## config.mk

```make
export PLATFORM = sky130hd
export DESIGN_NAME = alu_share_arbiter
export DESIGN_NICKNAME = d
export VERILOG_FILES = /design/src/rtl/alu_share_arbiter.sv
export SDC_FILE = /design/constraint.sdc
export NUM_CORES = 1
export LEC_CHECK = 0
export ABC_AREA = 1
export ABC_CLOCK_PERIOD_IN_PS = 3700
export CORE_AREA = 8 8 200 202
export CTS_CLUSTER_SIZE = 28
export DETAILED_ROUTE_END_ITERATION = 12
export DIE_AREA = 0 0 208 210
export PLACE_DENSITY = 0.52
export SLEW_MARGIN = 20
export SYNTH_ARGS = -nofsm -noshare
export SYNTH_HDL_FRONTEND = slang
export SYNTH_SLANG_ARGS = --single-unit
```

## constraint.sdc

```tcl
create_clock -name CLK -period 3.7 [get_ports CLK]
set_clock_uncertainty 0.05 [all_clocks]
set_input_delay 0.37 -clock CLK [delete_from_list [all_inputs] [get_ports CLK]]
set_output_delay 0.37 -clock CLK [all_outputs]
set_load 0.005 [all_outputs]
```

## src/rtl/alu_share_arbiter.sv

```systemverilog
// alu_share_arbiter: shares one ALU between two valid/ready requesters.
// Round-robin grant in IDLE, operands held on the ALU for EXEC_CYCLES,
// registered result returned to the winner over a response handshake.
module alu_share_arbiter #(
    parameter int DATA_WIDTH  = 64,
    parameter int EXEC_CYCLES = 1
) (
    input  logic                  CLK,
    input  logic                  Reset,
    input  logic                  Req0Valid,
    output logic                  Req0Ready,
    input  logic [3:0]            Req0Ctrl,
    input  logic [DATA_WIDTH-1:0] Req0A,
    input  logic [DATA_WIDTH-1:0] Req0B,
    input  logic                  Req1Valid,
    output logic                  Req1Ready,
    input  logic [3:0]            Req1Ctrl,
    input  logic [DATA_WIDTH-1:0] Req1A,
    input  logic [DATA_WIDTH-1:0] Req1B,
    output logic                  Rsp0Valid,
    input  logic                  Rsp0Ready,
    output logic                  Rsp1Valid,
    input  logic                  Rsp1Ready,
    output logic [DATA_WIDTH-1:0] RspData,
    output logic                  RspZero,
    output logic                  RspErr,
    output logic [DATA_WIDTH-1:0] AluA,
    output logic [DATA_WIDTH-1:0] AluB,
    output logic [3:0]            AluCtrl,
    input  logic [DATA_WIDTH-1:0] AluW,
    input  logic                  AluZero,
    output logic                  Busy
);

    localparam logic [1:0] S_IDLE = 2'd0;
    localparam logic [1:0] S_EXEC = 2'd1;
    localparam logic [1:0] S_RESP = 2'd2;

    localparam logic [3:0] CNT_LOAD  = 4'(EXEC_CYCLES - 1);
    localparam logic [3:0] CTRL_PASS = 4'b0111;

    logic [1:0]            state_q, state_d;
    logic                  ptr_q, ptr_d;
    logic [3:0]            cnt_q, cnt_d;
    logic                  id_q, id_d;
    logic [3:0]            ctrl_q, ctrl_d;
    logic [DATA_WIDTH-1:0] a_q, a_d;
    logic [DATA_WIDTH-1:0] b_q, b_d;
    logic                  err_q, err_d;
    logic [DATA_WIDTH-1:0] rsp_data_q, rsp_data_d;
    logic                  rsp_zero_q, rsp_zero_d;
    logic                  rsp_err_q, rsp_err_d;

    logic                  winner;
    logic                  accept;
    logic                  rsp_ready_sel;
    logic [3:0]            win_ctrl;

    // Grant selection: a lone requester wins, a tie goes to the pointer.
    always_comb begin
        winner = ptr_q;
        if (Req0Valid && !Req1Valid) begin
            winner = 1'b0;
        end else if (Req1Valid && !Req0Valid) begin
            winner = 1'b1;
        end
        Req0Ready     = (state_q == S_IDLE) && !winner;
        Req1Ready     = (state_q == S_IDLE) && winner;
        accept        = (Req0Valid && Req0Ready) || (Req1Valid && Req1Ready);
        win_ctrl      = winner ? Req1Ctrl : Req0Ctrl;
        rsp_ready_sel = id_q ? Rsp1Ready : Rsp0Ready;
    end

    // Next-state logic for the IDLE -> EXEC -> RESP sequence.
    always_comb begin
        state_d    = state_q;
        ptr_d      = ptr_q;
        cnt_d      = cnt_q;
        id_d       = id_q;
        ctrl_d     = ctrl_q;
        a_d        = a_q;
        b_d        = b_q;
        err_d      = err_q;
        rsp_data_d = rsp_data_q;
        rsp_zero_d = rsp_zero_q;
        rsp_err_d  = rsp_err_q;
        case (state_q)
            S_IDLE: begin
                if (accept) begin
                    id_d    = winner;
                    ctrl_d  = win_ctrl;
                    a_d     = winner ? Req1A : Req0A;
                    b_d     = winner ? Req1B : Req0B;
                    err_d   = !(win_ctrl inside {4'b0000, 4'b0001, 4'b0010,
                                                 4'b0110, 4'b0111});
                    cnt_d   = CNT_LOAD;
                    state_d = S_EXEC;
                end
            end
            S_EXEC: begin
                if (cnt_q != 4'd0) begin
                    cnt_d = cnt_q - 4'd1;
                end else begin
                    rsp_data_d = AluW;
                    rsp_zero_d = AluZero;
                    rsp_err_d  = err_q;
                    state_d    = S_RESP;
                end
            end
            S_RESP: begin
                if (rsp_ready_sel) begin
                    ptr_d   = !id_q;
                    state_d = S_IDLE;
                end
            end
            default: state_d = S_IDLE;
        endcase
    end

    // State registers with synchronous reset; reset drops any in-flight op.
    always_ff @(posedge CLK) begin
        if (Reset) begin
            state_q    <= S_IDLE;
            ptr_q      <= 1'b0;
            cnt_q      <= '0;
            id_q       <= 1'b0;
            ctrl_q     <= CTRL_PASS;
            a_q        <= '0;
            b_q        <= '0;
            err_q      <= 1'b0;
            rsp_data_q <= '0;
            rsp_zero_q <= 1'b0;
            rsp_err_q  <= 1'b0;
        end else begin
            state_q    <= state_d;
            ptr_q      <= ptr_d;
            cnt_q      <= cnt_d;
            id_q       <= id_d;
            ctrl_q     <= ctrl_d;
            a_q        <= a_d;
            b_q        <= b_d;
            err_q      <= err_d;
            rsp_data_q <= rsp_data_d;
            rsp_zero_q <= rsp_zero_d;
            rsp_err_q  <= rsp_err_d;
        end
    end

    assign AluA      = a_q;
    assign AluB      = b_q;
    assign AluCtrl   = ctrl_q;
    assign RspData   = rsp_data_q;
    assign RspZero   = rsp_zero_q;
    assign RspErr    = rsp_err_q;
    assign Rsp0Valid = (state_q == S_RESP) && !id_q;
    assign Rsp1Valid = (state_q == S_RESP) && id_q;
    assign Busy      = (state_q != S_IDLE);

endmodule

```

---- Word-level counts from Yosys, hierarchy flattened ----
Cells that the tools add are included.
word-level totals
  latch bits .............................. 0
  ROM bits ................................ 0
  memories ................................ 0
  memory bits (writable) .................. 0
  output and inout port bits .............. 203
  register bits after elaboration ......... 207
operators by class
  shifts and indexed selects .............. 0
  mux-type cells .......................... 13
  $mul .................................... 0
  add/subtract/negate cells ............... 1
  div/mod/pow operators ................... 0
  reductions and logical operators ........ 25
  magnitude comparators ................... 0
  bitwise logic cells ..................... 1
  equality and inequality tests ........... 10
operator list
  cell                 count
  $mux 64              2
  $mux 4               3
  $eq 4x3->1 const B   2
  $logic_and 1x1->1    8
  $ne 2x2->1 const B   4
  $pmux 4 s2           1
  $mux 2               3
  $pmux 2 s3           1
  $reduce_and 2->1     3
  $reduce_and 3->1     2
  $logic_not 1->1      5
  $reduce_bool 5->1    1
  $eq 4x1->1 const B   1
  $eq 4x2->1 const B   1
  $logic_not 4->1      1
  $reduce_bool 2->1    2
  $reduce_bool 4->1    1
  $sub 4x1->4 const B  1
  $mux 1               3
  $eq 2x1->1 const B   1
  $eq 2x2->1 const B   1
  $logic_not 2->1      1
  $logic_or 1x1->1     1
  $not 1->1            1

---- Longest topological paths before layout ----
Gate-level depths: netlist (run 1).
  depth in word-level cells ............... 10
  gate-level depth with buffers ........... 12
  mapped depth without buffers ............ 10

---- Worst setup path after synthesis (run 1) ----
No wires, ideal clock.
  path type ............................... in2out
  start point ............................. input Req1Valid
  end point ............................... output Req1Ready
  data required time ...................... 3.280 ns
  setup slack ............................. 2.204 ns
  arrival ................................. 1.076 ns
  path buffers ............................ 3
  stages .................................. 7
  cells stage by stage .................... nand2_1 -> nand2_2 -> nand2_2 -> buf_6 -> buf_6 -> buf_4 -> nor2_1
on the way
  longest elaborated chain between the ends .. 4
  elaborated cells on any way between the ends .. 6
RTL lines
  item                                                  RTL line  text
  from (decl)                                           15        input logic Req1Valid,
  $logic_and 1x1->1 or $logic_not 1->1 (tied branches)  64, 62
  $mux 1 or $logic_and 1x1->1 (tied branches)           64, 62
  $mux 1 *                                              62        if (Req0Valid && !Req1Valid) begin
  $logic_and 1x1->1 *                                   68        Req1Ready = (state_q == S_IDLE) && winner;
  to (decl)                                             16        output logic Req1Ready,
Mark *: on every way between the ends. The rest lies on a longest branch, timed or not.

---- Final worst setup path (run 1) ----
  start point ............................. register ptr_q
  end point ............................... output Req0Ready
on the way
  longest elaborated chain between the ends .. 4
RTL lines
  item                    RTL line  text
  from (decl)             43        logic ptr_q, ptr_d;
  from (signal assigned)  136       ptr_q <= ptr_d;
  $mux 1                  64        end else if (Req1Valid && !Req0Valid) begin
  $mux 1                  62
  $logic_not 1->1         67        Req0Ready = (state_q == S_IDLE) && !winner;
  $logic_and 1x1->1       67
  to (decl)               11        output logic Req0Ready,
Every way passes these cells.

==> flow_metrics.tcl, run 1 <==
set metrics [dict create \
    wl_per_cell_um 18.8 \
    leakage_nw 6.45 \
    die_width_um 208 \
    htree_levels 1 \
    p_sw_mw 2.76 \
    pin_count 538 \
    post-cts-setup-buffer-count 0 \
    worstSetupStartpointType "register" \
    grt_start_max_net_pins 122 \
    vias 9122 \
    cts.clk_slew.worst_paths_ns 0.06 \
    avgSynthCellArea_sq_um 7.68 \
    combPwrFrac_pct 35.4 \
    end_kind "output port" \
    fmax_mhz 394 \
    ir_drop_uv 472 \
    vias_per_cell 4.37 \
    io_buffer_count 537 \
    floorplan.rows 71 \
    cts_root_buf "clkbuf_16" \
    tns_ns 0 \
    drtAntennaViolNets 0 \
    initial_core_util_pct 22.6 \
    dp_hpwl_um 29000 \
    dieArea_sq_um 43700 \
    antenna_found_initial 6 \
    grt.overflow.total 0 \
    hp-class "primary input to register" \
    syn-cell-area_sq_um 8350 \
    syn2layout_area_growth_pct 78.8 \
    cts-resized-gates 0 \
    final_cell_mix "clkdlybuf4s50_1, nand2_1, dfxtp_1" \
    first_pass_iters 5 \
    fin_crit_ns 2.54 \
    worst_slew_pin_slew_ns 0.822 \
    crit_fanout 35 \
    drv_cap 0 \
    p_seq_share_pct 35.3 \
    status "complete, no violations" \
    ys_ff_latch 207 \
    grtUsageTotal_pct 16.9 \
    fill_cells 3772 \
    grt_pass1_vias 9213 \
    cts_sinks 207 \
    final_common_cell "clkdlybuf4s50_1" \
    crit_arrival_ns 2.12 \
    cts_hold_buffers 0 \
    power.share.clock_pct 29.3 \
    dp.cells 2034 \
    synth_nets 1423 \
    required_ns 3.28 \
    final_cells 2087 \
    drtIter0Drc 495 \
    yosysSeqAreaShare_pct 49.7 \
    clock_latency_ns 0.53 \
    syn-instance-count 1086 \
    cts_max_path_buffers 3 \
    yosys_warnings 0 \
    drt-total-wl_um 39300 \
    switching_share_pct 30.9 \
    fp.coreArea_sq_um 37000 \
    slew_headroom_pct 45.2 \
    drv_slew 0 \
    finalHoldViolations 0 \
    numCtsBuffers 26 \
    power.density_nw_per_um2 599 \
    drive_above_1_share_pct 4.98 \
    grt_first_pass_wirelength_um 58500 \
    route.detailed.drc 0 \
    rsz0062_at_grt "no" \
    finalCritPeriodShare_pct 68.6 \
    cts_tree "done" \
    final_nets 1925 \
    dieHeight_um 210 \
    setup_viol 0 \
    synth_cell_type_count 29 \
    gp_congestion 0.832 \
    setup.worst_path.class "register to output port" \
    intPower_mw 6.17 \
]
==> cell type report <==
cell class	instances	area (sq um)	area share, %
flip-flops and latches	207	4140	27.8
well taps	474	593	3.98
multi-input cells	781	3680	24.7
inverters	20	77.6	0.520
clock inverters	7	87.6	0.587
diodes	5	12.5	0.0839
repair buffers	552	5530	37.0
clock buffers	41	798	5.35
==> power by group through the flow <==
stage          registers, mW  logic (mW)  clock network [mW]
2_1_floorplan           3.22        1.18                   0
3_3_place_gp            3.17        3.22                   0
3_5_place_dp            3.19        3.22                   0
4_1_cts                 3.16        3.24                2.72
5_1_grt                 3.23        3.48                2.81
6_report                3.16        3.16                2.62
==> cell usage after synthesis (all sizes together) <==
library cell	number	area, sq um
or2	1	6.26
a31oi	1	6.26
nor2	193	744
xor2	1	8.76
ha	2	25.0
dfxtp	207	4140
and3	1	6.26
inv	19	71.3
buf	55	369
nand3b	1	7.51
a21oi	89	483
nor3	2	10.0
nand3	8	40.0
nand2	237	897
clkinv	1	3.75
a21o	82	616
clkbuf	23	86.3
o22ai	1	6.26
o21ai	162	815
==> cells by family after synthesis <==
group	count (synthesis)	share of synthesized area, %
buffers and inverters	98	6.36
and+or+nand+nor	443	20.5
adders and majority gates	2	0.300
AOI/OAI and AO/OA	335	23.1
xor gates and xnor gates	1	0.105
DFF	207	49.7
==> per-stage QoR <==
stage	hold slack (ns)	utilization [%]	setup WS [ns]	total power, mW	instance area (sq um)
after detailed placement	0.388	37.9	0.968	6.41	14000
after global routing	0.351	40.4	0.994	9.52	14900
after global placement	0.382	37.9	1.02	6.39	14000
after CTS	0.323	40.3	1.09	9.12	14900
final	0.367	40.4	1.16	8.93	14900
after floorplan	0.376	-	2.20	4.41	8350
==> worst max-delay path, cell delays in order (launching register included) <==
cell	delay, ns
dfxtp_1	0.31
inv_1	0.08
nand2_2	0.10
nand2_4	0.35
inv_4	0.11
nor2_1	0.10
clkdlybuf4s50_1	0.51
==> worst paths after layout <==
kind / to / cells after the start / slack, ns / startpoint
setup / recovery: Req0Ready / 6 / 1.16 / ptr_q
setup reg to reg: AluB[12] / 7 / 1.56 / ptr_q
hold reg to reg: AluB[42] / 1 / 0.40 / AluB[42]
hold / removal: RspData[48] / 3 / 0.37 / AluW[48]
==> per-layer routing <==
metal  share of wire, %  track usage [%]  wire length, um
met1                 40             19.7            15700
met2                 48             28.4            18700
met3                9.7             6.91             3820
met4                2.5             5.07              993
met5              0.020                0                8
==> state kept, by name, indices dropped and copies added (netlist names) <==
register	cells
RspErr	1
ptr_q	1
AluA	64
state_q	2
RspData	64
cnt_q	4
AluB	64
RspZero	1
AluCtrl	4
id_q	1
err_q	1
Note: power is estimated with default switching activity, not from simulation.
==> run 2: changes to the inputs <==
ABC_CLOCK_PERIOD_IN_PS = 2350   (was 3700)
CORE_AREA = 8 8 205 207   (was 8 8 200 202)
DIE_AREA = 0 0 213 215   (was 0 0 208 210)
PLACE_DENSITY = 0.5   (was 0.52)
clock period = 2.35 ns   (was 3.7 ns; I/O delays follow)
==> run 2 against run 1 <==
First-iteration DRC count fell by 23%; critical path depth fell by 1; die area rose by 4.8%; largest power group is now combinational logic; core utilization fell by 1.6 points; clock power rose by 66%; design area rose by 1.5%; combinational power rose by 60%; hold slack got worse by 0.15 ns; flip-flop and latch count did not move; wire length rose by 2.3%.
==> flow_metrics.tcl, run 2 (synthesis results as in run 1) <==
set metrics [dict create \
    first_pass_iters 4 \
    fp.coreArea_sq_um 39000 \
    final_common_cell "clkdlybuf4s50_1" \
    dieArea_sq_um 45800 \
    drv_cap 0 \
    post-cts-setup-buffer-count 0 \
    clock_latency_ns 0.55 \
    path_cells "inv_1 > nor2_1 > inv_1 > nor2_1 > clkdlybuf4s50_1" \
    grt_pass1_vias 9439 \
    power.density_nw_per_um2 951 \
    finalHoldViolations 0 \
    antenna_found_initial 3 \
    end_kind "output port" \
    final_util_pct 38.8 \
    pin_count 538 \
    vias_per_cell 4.31 \
    syn2layout_area_growth_pct 81.4 \
    initial_core_util_pct 21.4 \
    worst_slew_pin_slew_ns 0.655 \
    dp.cells 2088 \
    finalCritPeriodShare_pct 92.4 \
    tns_ns 0 \
    fmax_mhz 460 \
    drv_slew 0 \
    cts_tree "done" \
    power_mw 14.4 \
    io_buffer_count 537 \
    final_area_sq_um 15100 \
    hp-class "primary input to register" \
    route.detailed.drc 0 \
    cts_root_buf "clkbuf_16" \
    drive_above_1_share_pct 5.46 \
    cpPeakStageDelay_ns 0.56 \
    grt_first_pass_wirelength_um 59100 \
    numCtsBuffers 27 \
    ir_drop_uv 523 \
    floorplan.rows 73 \
    final_cells 2140 \
    slew_headroom_pct 56.3 \
    critPathSlowestCell "clkdlybuf4s50_1" \
    final_nets 1929 \
    drtIter0Drc 381 \
    crit_arrival_ns 1.89 \
    die_width_um 213 \
    setup_viol 0 \
    worstSetupStartpointType "register" \
    status "complete, no violations" \
    path_buf_inv 3 \
    rsz0062_at_grt "no" \
    htree_levels 1 \
    required_ns 2.07 \
    drt-total-wl_um 40200 \
    cts_sinks 207 \
    drtAntennaViolNets 0 \
    dp_hpwl_um 30100 \
    cts-resized-gates 0 \
    place_ws_ns 0.267 \
    grt_start_max_net_pins 72 \
    dieHeight_um 215 \
    cts_hold_buffers 0 \
    fill_cells 4047 \
    setup_ws_ns 0.178 \
    vias 9220 \
    final_cell_mix "clkdlybuf4s50_1, nand2_1, dfxtp_1" \
    placed_cell_area_sq_um 14200 \
    fin_crit_ns 2.17 \
    path_delay_family "buffers and inverters" \
    leakage_nw 6.52 \
    grt.overflow.total 0 \
    setup.worst_path.class "register to output port" \
    cts.clk_slew.worst_paths_ns 0.06 \
    grtUsageTotal_pct 16.5 \
    crit_fanout 3 \
    wl_per_cell_um 18.8 \
    gp_congestion 0.841 \
    whs_ns 0.216 \
    cts_max_path_buffers 3 \
]
==> run 2: layout make-up <==
| class | count | area [sq um] | share of cell area, % |
|---|---|---|---|
| diodes | 2 | 5.00 | 0.0331 |
| clock buffers | 40 | 815 | 5.38 |
| clock inverters | 10 | 135 | 0.893 |
| inverters | 20 | 78.8 | 0.521 |
| multi-input cells | 781 | 3680 | 24.3 |
| flip-flops and latches | 207 | 4140 | 27.4 |
| well taps | 525 | 657 | 4.34 |
| repair buffers | 555 | 5620 | 37.1 |
==> run 2: path summary, 6_finish.rpt <==
| path | depth (start not counted) | slack [ns] | to | startpoint |
|---|---|---|---|---|
| setup / recovery | 5 | 0.18 | Rsp0Valid | state_q[1] |
| hold / removal | 3 | 0.22 | RspData[58] | AluW[58] |
| setup reg to reg | 8 | 0.62 | RspData[38] | cnt_q[0] |
| hold reg to reg | 1 | 0.40 | AluB[31] | AluB[31] |
==> run 2: worst reg2reg max path, stage by stage, from the launching register on <==
cell and delay (ns):
dfxtp_1 0.35, inv_1 0.08, ha_1 0.19, nand2_1 0.12, nor2_4 0.05, inv_2 0.29, buf_12 0.30, nor2_1 0.12
nor2_1 0.12
==> run 2: report_power, final <==
| part | leakage, nW | total (mW) | switching, mW | internal [mW] |
|---|---|---|---|---|
| Clock | 0.469 | 4.36 | 1.64 | 2.72 |
| Combinational | 4.35 | 5.05 | 2.30 | 2.75 |
| Sequential | 1.70 | 4.99 | 0.506 | 4.48 |
==> run 2: routing by layer <==
metal	global-route usage [%]	part of all wire, %	vias to the layer above	routed length [um]
li1	-	-	4573	-
met1	17.9	37	4216	15000
met2	28.5	48	369	19200
met3	7.34	12	62	4690
met4	4.86	3.2	0	1270
met5	0	0	-	0
==> run 3: changes to the inputs <==
CELL_PAD_IN_SITES_DETAIL_PLACEMENT = 1   (was unset)
CELL_PAD_IN_SITES_GLOBAL_PLACEMENT = 2   (was unset)
CORE_AREA = unset   (was 8 8 205 207)
CORE_ASPECT_RATIO = 2   (was unset)
CORE_MARGIN = 8   (was unset)
CORE_UTILIZATION = 18   (was unset)
DIE_AREA = unset   (was 0 0 213 215)
PLACE_DENSITY = 0.76   (was 0.5)
==> run 3 against run 2 <==
Maximum frequency down 0.36%; flip-flop and latch count unchanged; sequential power about the same; cell count up 2.2%; die area up 18%; largest power group unchanged.
==> flow_metrics.tcl, run 3 (synthesis results as in run 1) <==
set metrics [dict create \
    dieArea_sq_um 53900 \
    finalCritPeriodShare_pct 92.8 \
    cts_root_buf "clkbuf_16" \
    ir_drop_uv 667 \
    fill_cells 5439 \
    wl_per_cell_um 20.2 \
    first_pass_iters 4 \
    die_width_um 168 \
    setup.worst_path.class "register to output port" \
    finalHoldViolations 0 \
    dp_hpwl_um 34000 \
    final_common_cell "clkdlybuf4s50_1" \
    final_cell_mix "clkdlybuf4s50_1, nand2_1, dfxtp_1" \
    hp-class "primary input to register" \
    required_ns 2.07 \
    end_kind "output port" \
    clock_latency_ns 0.54 \
    drv_cap 0 \
    worst_slew_pin_slew_ns 0.563 \
    cts_hold_buffers 0 \
    final_area_sq_um 15200 \
    vias_per_cell 4.32 \
    status "complete, no violations" \
    route.detailed.drc 0 \
    grt.overflow.total 0 \
    antenna_found_initial 8 \
    dieHeight_um 321 \
    cts_max_path_buffers 3 \
    cts.clk_slew.worst_paths_ns 0.07 \
    pin_count 538 \
    setup_viol 0 \
    floorplan.rows 111 \
    power.density_nw_per_um2 929 \
    grt_start_max_net_pins 69 \
    htree_levels 1 \
    crit_arrival_ns 1.89 \
    placed_cell_area_sq_um 14400 \
    numCtsBuffers 23 \
    final_nets 1935 \
    slew_headroom_pct 62.5 \
    crit_fanout 3 \
    grt_pass1_vias 10368 \
    grtUsageTotal_pct 15.6 \
    fmax_mhz 459 \
    drt-total-wl_um 44200 \
    initial_core_util_pct 18.2 \
    cts-resized-gates 0 \
    fin_crit_ns 2.18 \
    tns_ns 0 \
    post-cts-setup-buffer-count 0 \
    worstSetupStartpointType "register" \
    leakage_nw 6.50 \
    drv_slew 0 \
    drtIter0Drc 322 \
    vias 9439 \
    io_buffer_count 537 \
    grt_first_pass_wirelength_um 65400 \
    gp_congestion 0.778 \
    cts_tree "done" \
    drive_above_1_share_pct 5.51 \
    rsz0062_at_grt "no" \
    cts_sinks 207 \
    drtAntennaViolNets 0 \
    fp.coreArea_sq_um 45800 \
    syn2layout_area_growth_pct 81.7 \
]
[run 3: worst paths after layout]
| check | from | end | slack, ns | cells after the start |
|---|---|---|---|---|
| min | AluW[4] | RspData[4] | 0.24 | 3 |
| max | state_q[1] | Rsp0Valid | 0.17 | 5 |
| min reg2reg | AluB[20] | AluB[20] | 0.40 | 1 |
| max reg2reg | state_q[0] | AluA[47] | 0.61 | 6 |
[run 3: routing by layer]
metal  part of all wire [%]  vias up  GRT usage (%)
met5                      0        -              0
met4                    3.1        0           6.60
met3                    9.7       61           6.23
met2                     52      388           28.4
met1                     36     4419           15.4
li1                       -     4571              -
[run 3: area by class of cell]
class                      count  area [sq um]  share of cell area (%)
timing repair buffer         565          5760                    38.0
tap                          565           707                    4.66
antenna                        8          20.0                   0.132
clock buffer                  33           673                    4.44
inverter                      20          78.8                   0.520
multi-input combinational    781          3680                    24.3
clock inverter                 8           100                   0.660
sequential                   207          4140                    27.3
[run 3: worst max-delay path, cell delays in order (launching register included)]
cell,delay [ns]
dfxtp_1,0.35
inv_1,0.07
nor2_1,0.17
inv_1,0.10
nor2_1,0.13
clkdlybuf4s50_1,0.54
[run 3: report_power, final]
group	internal, mW	switching, mW	total [mW]
clock	2.21	1.62	3.83
combinational	2.84	2.41	5.25
sequential	4.48	0.524	5.00
[run 3: stage by stage]
step	std cells	worst slack [ns]	power [mW]	hold WS [ns]	utilization [%]
6_report	2187	0.170	14.1	0.236	33.1
5_1_grt	2186	0.0215	15.0	0.216	33.1
4_1_cts	2179	0.124	14.4	0.197	33.0
3_5_place_dp	2138	0.193	10.4	0.388	31.4
3_3_place_gp	2138	0.219	10.3	0.383	31.4
2_1_floorplan	1086	0.948	6.94	0.254	-
